<file path="config.mk">
export PLATFORM = sky130hd
export DESIGN_NAME = som_update
export DESIGN_NICKNAME = d
export VERILOG_FILES = /design/src/rtl/som_pkg.sv /design/src/rtl/som_ch_update.sv /design/src/rtl/som_update.sv
export SDC_FILE = /design/constraint.sdc
export NUM_CORES = 1
export LEC_CHECK = 0
export ABC_CLOCK_PERIOD_IN_PS = 7910
export CAP_MARGIN = 5
export CORE_AREA = 2 2 170 172
export CTS_CLUSTER_SIZE = 20
export DETAILED_ROUTE_END_ITERATION = 8
export DIE_AREA = 0 0 172 174
export PLACE_DENSITY = 0.87
export SETUP_SLACK_MARGIN = 0.5
export SLEW_MARGIN = 20
export SYNTH_ARGS = -nofsm -noshare
export SYNTH_HDL_FRONTEND = slang
export SYNTH_SLANG_ARGS = --single-unit
</file>
<file path="constraint.sdc">
create_clock -name clk -period 7.91 [get_ports clk]
set_input_delay 2.373 -clock clk [delete_from_list [all_inputs] [get_ports clk]]
set_output_delay 2.373 -clock clk [all_outputs]
set_load 0.02 [all_outputs]
</file>
<file path="src/rtl/som_pkg.sv">
// som_pkg: shared types and sizes for the SOM weight-update stage.
package som_pkg;

    localparam int NUM_NEURON = 8;
    localparam int CH_W       = 8;
    localparam int W_W        = 24;
    localparam int IDX_W      = 3;
    localparam int SH_W       = 4;

    typedef enum logic [2:0] {
        IDLE  = 3'd0,
        UPD_L = 3'd1,
        UPD_C = 3'd2,
        UPD_R = 3'd3,
        DONE  = 3'd4
    } state_t;

endpackage

</file>
<file path="src/rtl/som_ch_update.sv">
// som_ch_update: one 8-bit channel of w + ((x - w) >>> sh).
module som_ch_update
    import som_pkg::*;
(
    input  logic [CH_W-1:0] w,
    input  logic [CH_W-1:0] x,
    input  logic [SH_W-1:0] sh,
    output logic [CH_W-1:0] w_new
);

    logic signed [CH_W:0] diff;
    logic signed [CH_W:0] step;
    logic signed [CH_W:0] sum;

    assign diff = $signed({1'b0, x}) - $signed({1'b0, w});
    assign step = diff >>> sh;
    // The result stays between w and x, so the low bits are exact.
    assign sum   = $signed({1'b0, w}) + step;
    assign w_new = sum[CH_W-1:0];

endmodule

</file>
<file path="src/rtl/som_update.sv">
// som_update: moves the winner and its neighbours toward the
// training pixel, one neuron per cycle, through a shared write port.
module som_update
    import som_pkg::*;
#(
    parameter int SH_WIN = 1,
    parameter int SH_NB  = 2
) (
    input  logic             clk,
    input  logic             rst,
    input  logic             start,
    input  logic [IDX_W-1:0] win_index,
    input  logic [W_W-1:0]   pixel,
    input  logic             init_en,
    input  logic [IDX_W-1:0] init_index,
    input  logic [W_W-1:0]   init_w,
    output logic             busy,
    output logic             done,
    output logic [W_W-1:0]   w0,
    output logic [W_W-1:0]   w1,
    output logic [W_W-1:0]   w2,
    output logic [W_W-1:0]   w3,
    output logic [W_W-1:0]   w4,
    output logic [W_W-1:0]   w5,
    output logic [W_W-1:0]   w6,
    output logic [W_W-1:0]   w7
);

    state_t           state_q;
    state_t           state_d;
    logic [IDX_W-1:0] idx_q;
    logic [W_W-1:0]   pix_q;
    logic [W_W-1:0]   w_q [NUM_NEURON];

    logic             accept;
    logic [IDX_W-1:0] upd_idx;
    logic [SH_W-1:0]  sh;
    logic [W_W-1:0]   upd_src;
    logic [W_W-1:0]   upd_w;

    logic             wr_en;
    logic [IDX_W-1:0] wr_idx;
    logic [W_W-1:0]   wr_data;

    assign accept = (state_q == IDLE) && start;

    always_comb begin
        state_d = state_q;
        case (state_q)
            IDLE: begin
                if (start)
                    state_d = (win_index == '0) ? UPD_C : UPD_L;
            end
            UPD_L: state_d = UPD_C;
            UPD_C: state_d = (idx_q == IDX_W'(NUM_NEURON - 1)) ? DONE : UPD_R;
            UPD_R: state_d = DONE;
            DONE:  state_d = IDLE;
            default: state_d = IDLE;
        endcase
    end

    always_comb begin
        upd_idx = idx_q;
        sh      = SH_W'(SH_WIN);
        case (state_q)
            UPD_L: begin
                upd_idx = idx_q - IDX_W'(1);
                sh      = SH_W'(SH_NB);
            end
            UPD_R: begin
                upd_idx = idx_q + IDX_W'(1);
                sh      = SH_W'(SH_NB);
            end
            default: ;
        endcase
    end

    assign upd_src = w_q[upd_idx];

    for (genvar c = 0; c < 3; c++) begin : g_ch
        som_ch_update u_ch (
            .w     (upd_src[c*CH_W +: CH_W]),
            .x     (pix_q[c*CH_W +: CH_W]),
            .sh    (sh),
            .w_new (upd_w[c*CH_W +: CH_W])
        );
    end

    // Start wins over a same-cycle preload; preloads only land in IDLE.
    always_comb begin
        wr_en   = 1'b0;
        wr_idx  = upd_idx;
        wr_data = upd_w;
        unique case (1'b1)
            (state_q == UPD_L) || (state_q == UPD_C) || (state_q == UPD_R): begin
                wr_en = 1'b1;
            end
            (state_q == IDLE) && init_en && !start: begin
                wr_en   = 1'b1;
                wr_idx  = init_index;
                wr_data = init_w;
            end
            default: ;
        endcase
    end

    always_ff @(posedge clk) begin
        if (rst) begin
            state_q <= IDLE;
            idx_q   <= '0;
            pix_q   <= '0;
            for (int i = 0; i < NUM_NEURON; i++)
                w_q[i] <= '0;
        end else begin
            state_q <= state_d;
            if (accept) begin
                idx_q <= win_index;
                pix_q <= pixel;
            end
            if (wr_en)
                w_q[wr_idx] <= wr_data;
        end
    end

    assign busy = (state_q != IDLE);
    assign done = (state_q == DONE);

    assign w0 = w_q[0];
    assign w1 = w_q[1];
    assign w2 = w_q[2];
    assign w3 = w_q[3];
    assign w4 = w_q[4];
    assign w5 = w_q[5];
    assign w6 = w_q[6];
    assign w7 = w_q[7];

endmodule

</file>
==> report_table.html <==
<table>
<tr><th>Metric</th><th>Value</th></tr>
<tr><th colspan="2">Run status</th></tr>
<tr><td>Run status</td><td>complete, no violations</td></tr>
<tr><th colspan="2">Global route</th></tr>
<tr><td>Overflow after GRT</td><td>0</td></tr>
<tr><td>First-pass GRT wire length</td><td>69.5 mm</td></tr>
<tr><td>Initial antenna violation count</td><td>0</td></tr>
<tr><td>Largest net degree at the start of global routing</td><td>43</td></tr>
<tr><td>Number of global-route vias before repair</td><td>11.9k</td></tr>
<tr><td>Global routing usage summed across all routing layers</td><td>0.308</td></tr>
<tr><th colspan="2">STA</th></tr>
<tr><td>Worst Hold Slack</td><td>0.461 ns</td></tr>
<tr><td>Worst clock skew</td><td>0.0113 ns</td></tr>
<tr><td>Setup_tns</td><td>0 ns</td></tr>
<tr><td>Slew Limit Fails</td><td>0</td></tr>
<tr><td>Period utilisation layout</td><td>0.896</td></tr>
<tr><td>Slew of the pin with the lowest slew margin</td><td>0.971 ns</td></tr>
<tr><td>Fmax</td><td>141 MHz</td></tr>
<tr><td>Final min period</td><td>7.09 ns</td></tr>
<tr><td>Setup repair after global routing missed its margin</td><td>no</td></tr>
<tr><td>Relative slew slack</td><td>0.352</td></tr>
<tr><td>Number of endpoints failing setup at the final stage</td><td>0</td></tr>
<tr><td>Hold Vio Cnt, Final</td><td>0</td></tr>
<tr><th colspan="2">Drt</th></tr>
<tr><td>DRC violation total after the first TritonRoute iteration</td><td>1,606</td></tr>
<tr><td>Via density per instance</td><td>6.26</td></tr>
<tr><td>Via count of the routed design</td><td>12.1k</td></tr>
<tr><td>Detailed-router iteration count before antenna repair</td><td>6</td></tr>
<tr><td>Number of design rule violations left after detail routing</td><td>0</td></tr>
<tr><td>Average wire per cell in the routed design</td><td>24.1 um</td></tr>
<tr><td>Residual antenna-violating net count after detailed routing</td><td>0</td></tr>
<tr><td>Final Routed Wirelength</td><td>46.6 mm</td></tr>
<tr><th colspan="2">Run</th></tr>
<tr><td>Max-cap check violation count</td><td>0</td></tr>
<tr><th colspan="2">Setup path</th></tr>
<tr><td>Data arrival time of the critical path</td><td>7.48 ns</td></tr>
<tr><td>Crit path launch type</td><td>register</td></tr>
<tr><td>Crit path kind</td><td>reg -&gt; reg</td></tr>
<tr><td>Crit end category</td><td>register</td></tr>
<tr><td>Most repeated library cell on the critical path</td><td>sky130_fd_sc_hd__nand2_1</td></tr>
<tr><td>Source of the critical timing path</td><td>state_q[0]$_SDFFE_PP0P_</td></tr>
<tr><td>End of the worst register-to-register path</td><td>w_q[0][13]$_SDFFCE_PN0P_</td></tr>
<tr><td>R2R cell count</td><td>28</td></tr>
<tr><td>Stage delay of the slowest cell on the critical path</td><td>0.57 ns</td></tr>
<tr><td>Startpoint of the most critical register-to-register path</td><td>state_q[0]$_SDFFE_PP0P_</td></tr>
<tr><td>Max stage delay cell, worst path</td><td>sky130_fd_sc_hd__or4b_4</td></tr>
<tr><td>Required time worst endpoint</td><td>8.30 ns</td></tr>
<tr><td>Internal reg-to-reg setup slack</td><td>0.82 ns</td></tr>
<tr><td>Largest fanout on the critical path</td><td>13</td></tr>
<tr><td>Critical path endpoint</td><td>w_q[0][13]$_SDFFCE_PN0P_</td></tr>
<tr><th colspan="2">Power</th></tr>
<tr><td>Internal power of the cells</td><td>3.36 mW</td></tr>
<tr><td>Clock network fraction of total power</td><td>0.187</td></tr>
<tr><td>Worst vdd rail ir drop</td><td>0.220 mV</td></tr>
<tr><td>Power share of the sequential group</td><td>0.244</td></tr>
<tr><td>Power density over the cells</td><td>360 nW/um^2</td></tr>
<tr><td>Static leakage</td><td>6.36 nW</td></tr>
<tr><td>Combinational Power Share</td><td>0.568</td></tr>
<tr><td>Switching share of total power</td><td>0.456</td></tr>
<tr><td>Switching Power</td><td>2.82 mW</td></tr>
<tr><th colspan="2">Clocking</th></tr>
<tr><td>CTS tree</td><td>built</td></tr>
<tr><td>Clk pin slew, worst setup/hold paths</td><td>0.07 ns</td></tr>
<tr><td>Post-CTS Hold Fix Bufs</td><td>0</td></tr>
<tr><td>Root buffer cell</td><td>sky130_fd_sc_hd__clkbuf_16</td></tr>
<tr><td>Number of CTS-inserted buffers</td><td>23</td></tr>
<tr><td>Number of buffers on the longest clock path</td><td>3</td></tr>
<tr><td>Clock latency at the later pin of the worst-skew pair</td><td>0.55 ns</td></tr>
<tr><td>H-Tree Level Count</td><td>1</td></tr>
<tr><td>Sinks on the clock net</td><td>222</td></tr>
<tr><th colspan="2">Place</th></tr>
<tr><td>Dpl hpwl</td><td>32.8 mm</td></tr>
<tr><td>Number of placed instances with taps included</td><td>1,885</td></tr>
<tr><td>Input/output buffers</td><td>251</td></tr>
<tr><td>Placer's final routability congestion estimate</td><td>0.997</td></tr>
<tr><td>Total placed instance area</td><td>16,300 sq um</td></tr>
<tr><th colspan="2">Synthesis</th></tr>
<tr><td>Cell with the most instances after synthesis</td><td>sky130_fd_sc_hd__nor2_1</td></tr>
<tr><td>Syn avg cell area</td><td>10.3 sq um</td></tr>
<tr><td>Post-Synthesis Net Count</td><td>1,385</td></tr>
<tr><td>Cell count after synthesis</td><td>1,286</td></tr>
<tr><td>Prevailing post-synth register cell</td><td>sky130_fd_sc_hd__edfxtp_1</td></tr>
<tr><td>Dominant cell type by area after synthesis</td><td>sky130_fd_sc_hd__edfxtp_1</td></tr>
<tr><td>Summed instance area of the synthesized netlist</td><td>13,300 sq um</td></tr>
<tr><td>Share of Yosys cell area claimed by the top area cell type</td><td>0.433</td></tr>
<tr><td>Most numerous cell types in the synthesized netlist</td><td>sky130_fd_sc_hd__nor2_1, sky130_fd_sc_hd__edfxtp_1, sky130_fd_sc_hd__nand2_1</td></tr>
<tr><td>Fraction of registers with async set/reset</td><td>0</td></tr>
<tr><td>Top post-synthesis cells by area</td><td>sky130_fd_sc_hd__edfxtp_1, sky130_fd_sc_hd__mux4_2, sky130_fd_sc_hd__nor2_1</td></tr>
<tr><td>Sequential share of the synthesized area</td><td>0.478</td></tr>
<tr><td>Number of storage elements in the synthesis netlist</td><td>222</td></tr>
<tr><td>Count of flip-flops with a built-in enable after synthesis</td><td>192</td></tr>
<tr><td>Number of warnings reported in the yosys synthesis log</td><td>0</td></tr>
<tr><td>Unique masters post-synth</td><td>76</td></tr>
<tr><th colspan="2">Finish</th></tr>
<tr><td>Sequential cell area</td><td>6370 sq um</td></tr>
<tr><td>Nets@finish</td><td>1,632</td></tr>
<tr><td>Synth-to-layout area growth</td><td>29.1%</td></tr>
<tr><td>Total area of multi-input combinational cells</td><td>6570 sq um</td></tr>
<tr><td>Fin area</td><td>17,200 sq um</td></tr>
<tr><td>Filler cells</td><td>2,282</td></tr>
<tr><td>Number of cells in the finished layout apart from fillers</td><td>1,934</td></tr>
<tr><td>Antenna diode instance count</td><td>0</td></tr>
<tr><td>Fraction of layout instances using a drive strength above 1</td><td>0.103</td></tr>
<tr><th colspan="2">Die</th></tr>
<tr><td>Die width</td><td>172 um</td></tr>
<tr><td>Die area</td><td>29,900 sq um</td></tr>
<tr><td>Effective utilization at floorplan</td><td>0.471</td></tr>
<tr><td>Vertical die dimension</td><td>174 um</td></tr>
<tr><td>Number of placement rows</td><td>62</td></tr>
<tr><td>Placeable core region</td><td>28,200 sq um</td></tr>
<tr><td>Number of top-level design ports</td><td>252</td></tr>
<tr><th colspan="2">Min path</th></tr>
<tr><td>Hold Crit Class</td><td>reg -&gt; reg</td></tr>
<tr><td>Min-Delay Path Depth</td><td>2</td></tr>
</table>
[repair_timing]
action / 4_1_cts / 5_1_grt
buffers inserted: 0 / 7
setup endpoints to repair: 0 / 68
gates resized for setup: 0 / 14
[per-stage QoR]
step                 util  setup slack [ns]  total power [mW]
global route        0.608             0.520              6.49
CTS                 0.605             0.528              6.05
detailed placement  0.577             0.583              4.89
floorplan               -             0.503              3.87
global placement    0.577             0.970              4.79
finish              0.608             0.820              6.18
[metal layers]
layer / global-route usage / part of all wire / wire length (um)
met1: 0.411 / 0.37 / 17100
met2: 0.476 / 0.45 / 20800
met3: 0.0758 / 0.13 / 6190
met4: 0.137 / 0.053 / 2470
met5: 0 / 0 / 0
[worst min path at each step]
stage	startpoint	endpoint
floorplan	pix_q[0]$_SDFFE_PP0P_	pix_q[0]$_SDFFE_PP0P_
global placement	pix_q[8]$_SDFFE_PP0P_	pix_q[8]$_SDFFE_PP0P_
detailed placement	pix_q[0]$_SDFFE_PP0P_	pix_q[0]$_SDFFE_PP0P_
CTS	pix_q[0]$_SDFFE_PP0P_	pix_q[0]$_SDFFE_PP0P_
global route	pix_q[23]$_SDFFE_PP0P_	pix_q[23]$_SDFFE_PP0P_
finish	pix_q[0]$_SDFFE_PP0P_	pix_q[0]$_SDFFE_PP0P_
[power groups by stage]
stage / clock (mW) / sequential, mW / combinational, mW
3_5_place_dp: 0 / 1.53 / 3.36
2_1_floorplan: 0 / 1.61 / 2.26
5_1_grt: 1.20 / 1.52 / 3.77
3_3_place_gp: 0 / 1.52 / 3.27
6_report: 1.16 / 1.51 / 3.51
4_1_cts: 1.16 / 1.50 / 3.39
[layout by cell type, fill, tap and decap left out, types with 28 or more instances in the layout]
master                            count
sky130_fd_sc_hd__clkdlybuf4s50_1    251
sky130_fd_sc_hd__inv_1               43
sky130_fd_sc_hd__buf_4               40
sky130_fd_sc_hd__edfxtp_1           192
sky130_fd_sc_hd__nand2_1            163
sky130_fd_sc_hd__o21ai_0             29
sky130_fd_sc_hd__xnor2_1             35
sky130_fd_sc_hd__ha_1                36
sky130_fd_sc_hd__nor2_1             206
sky130_fd_sc_hd__mux4_2              40
sky130_fd_sc_hd__dfxtp_1             28
sky130_fd_sc_hd__a21oi_1             74
sky130_fd_sc_hd__mux2i_1             45
[kinds of logic (layout without fill, tap and decap cells)]
family,count (synthesis),count (layout),synth area share
simple gates,505,505,0.167
compound gates,265,265,0.135
flops,222,222,0.478
buf+inv,112,376,0.0338
mux,93,93,0.110
fa+ha+maj,46,46,0.0451
xor+xnor,43,43,0.0297
[cell type report]
type / instances / area share
Multi-Input combinational cell: 952 / 0.382
Timing Repair Buffer: 291 / 0.164
Inverter: 43 / 0.00940
Tap cell: 384 / 0.0280
Sequential cell: 222 / 0.371
Clock buffer: 26 / 0.0342
Clock inverter: 16 / 0.0117
[registers in the layout, indices dropped and copies added (netlist names)]
register	flops
idx_q	3
pix_q	24
state_q	3
w_q	192
[worst max-delay path: cells and delay by family, from the launching register on]
kind / cells / cell delay [ns]
AND/OR/NAND/NOR: 11 / 2.12
AO/OA/AOI/OAI: 9 / 2.21
flip-flops: 1 / 0.36
buffers and inverters: 3 / 0.65
adder cells (fa/ha/maj): 3 / 1.06
multiplexers: 1 / 0.33
XOR/XNOR: 1 / 0.20
No activity file was read; power rests on OpenSTA's default activity.
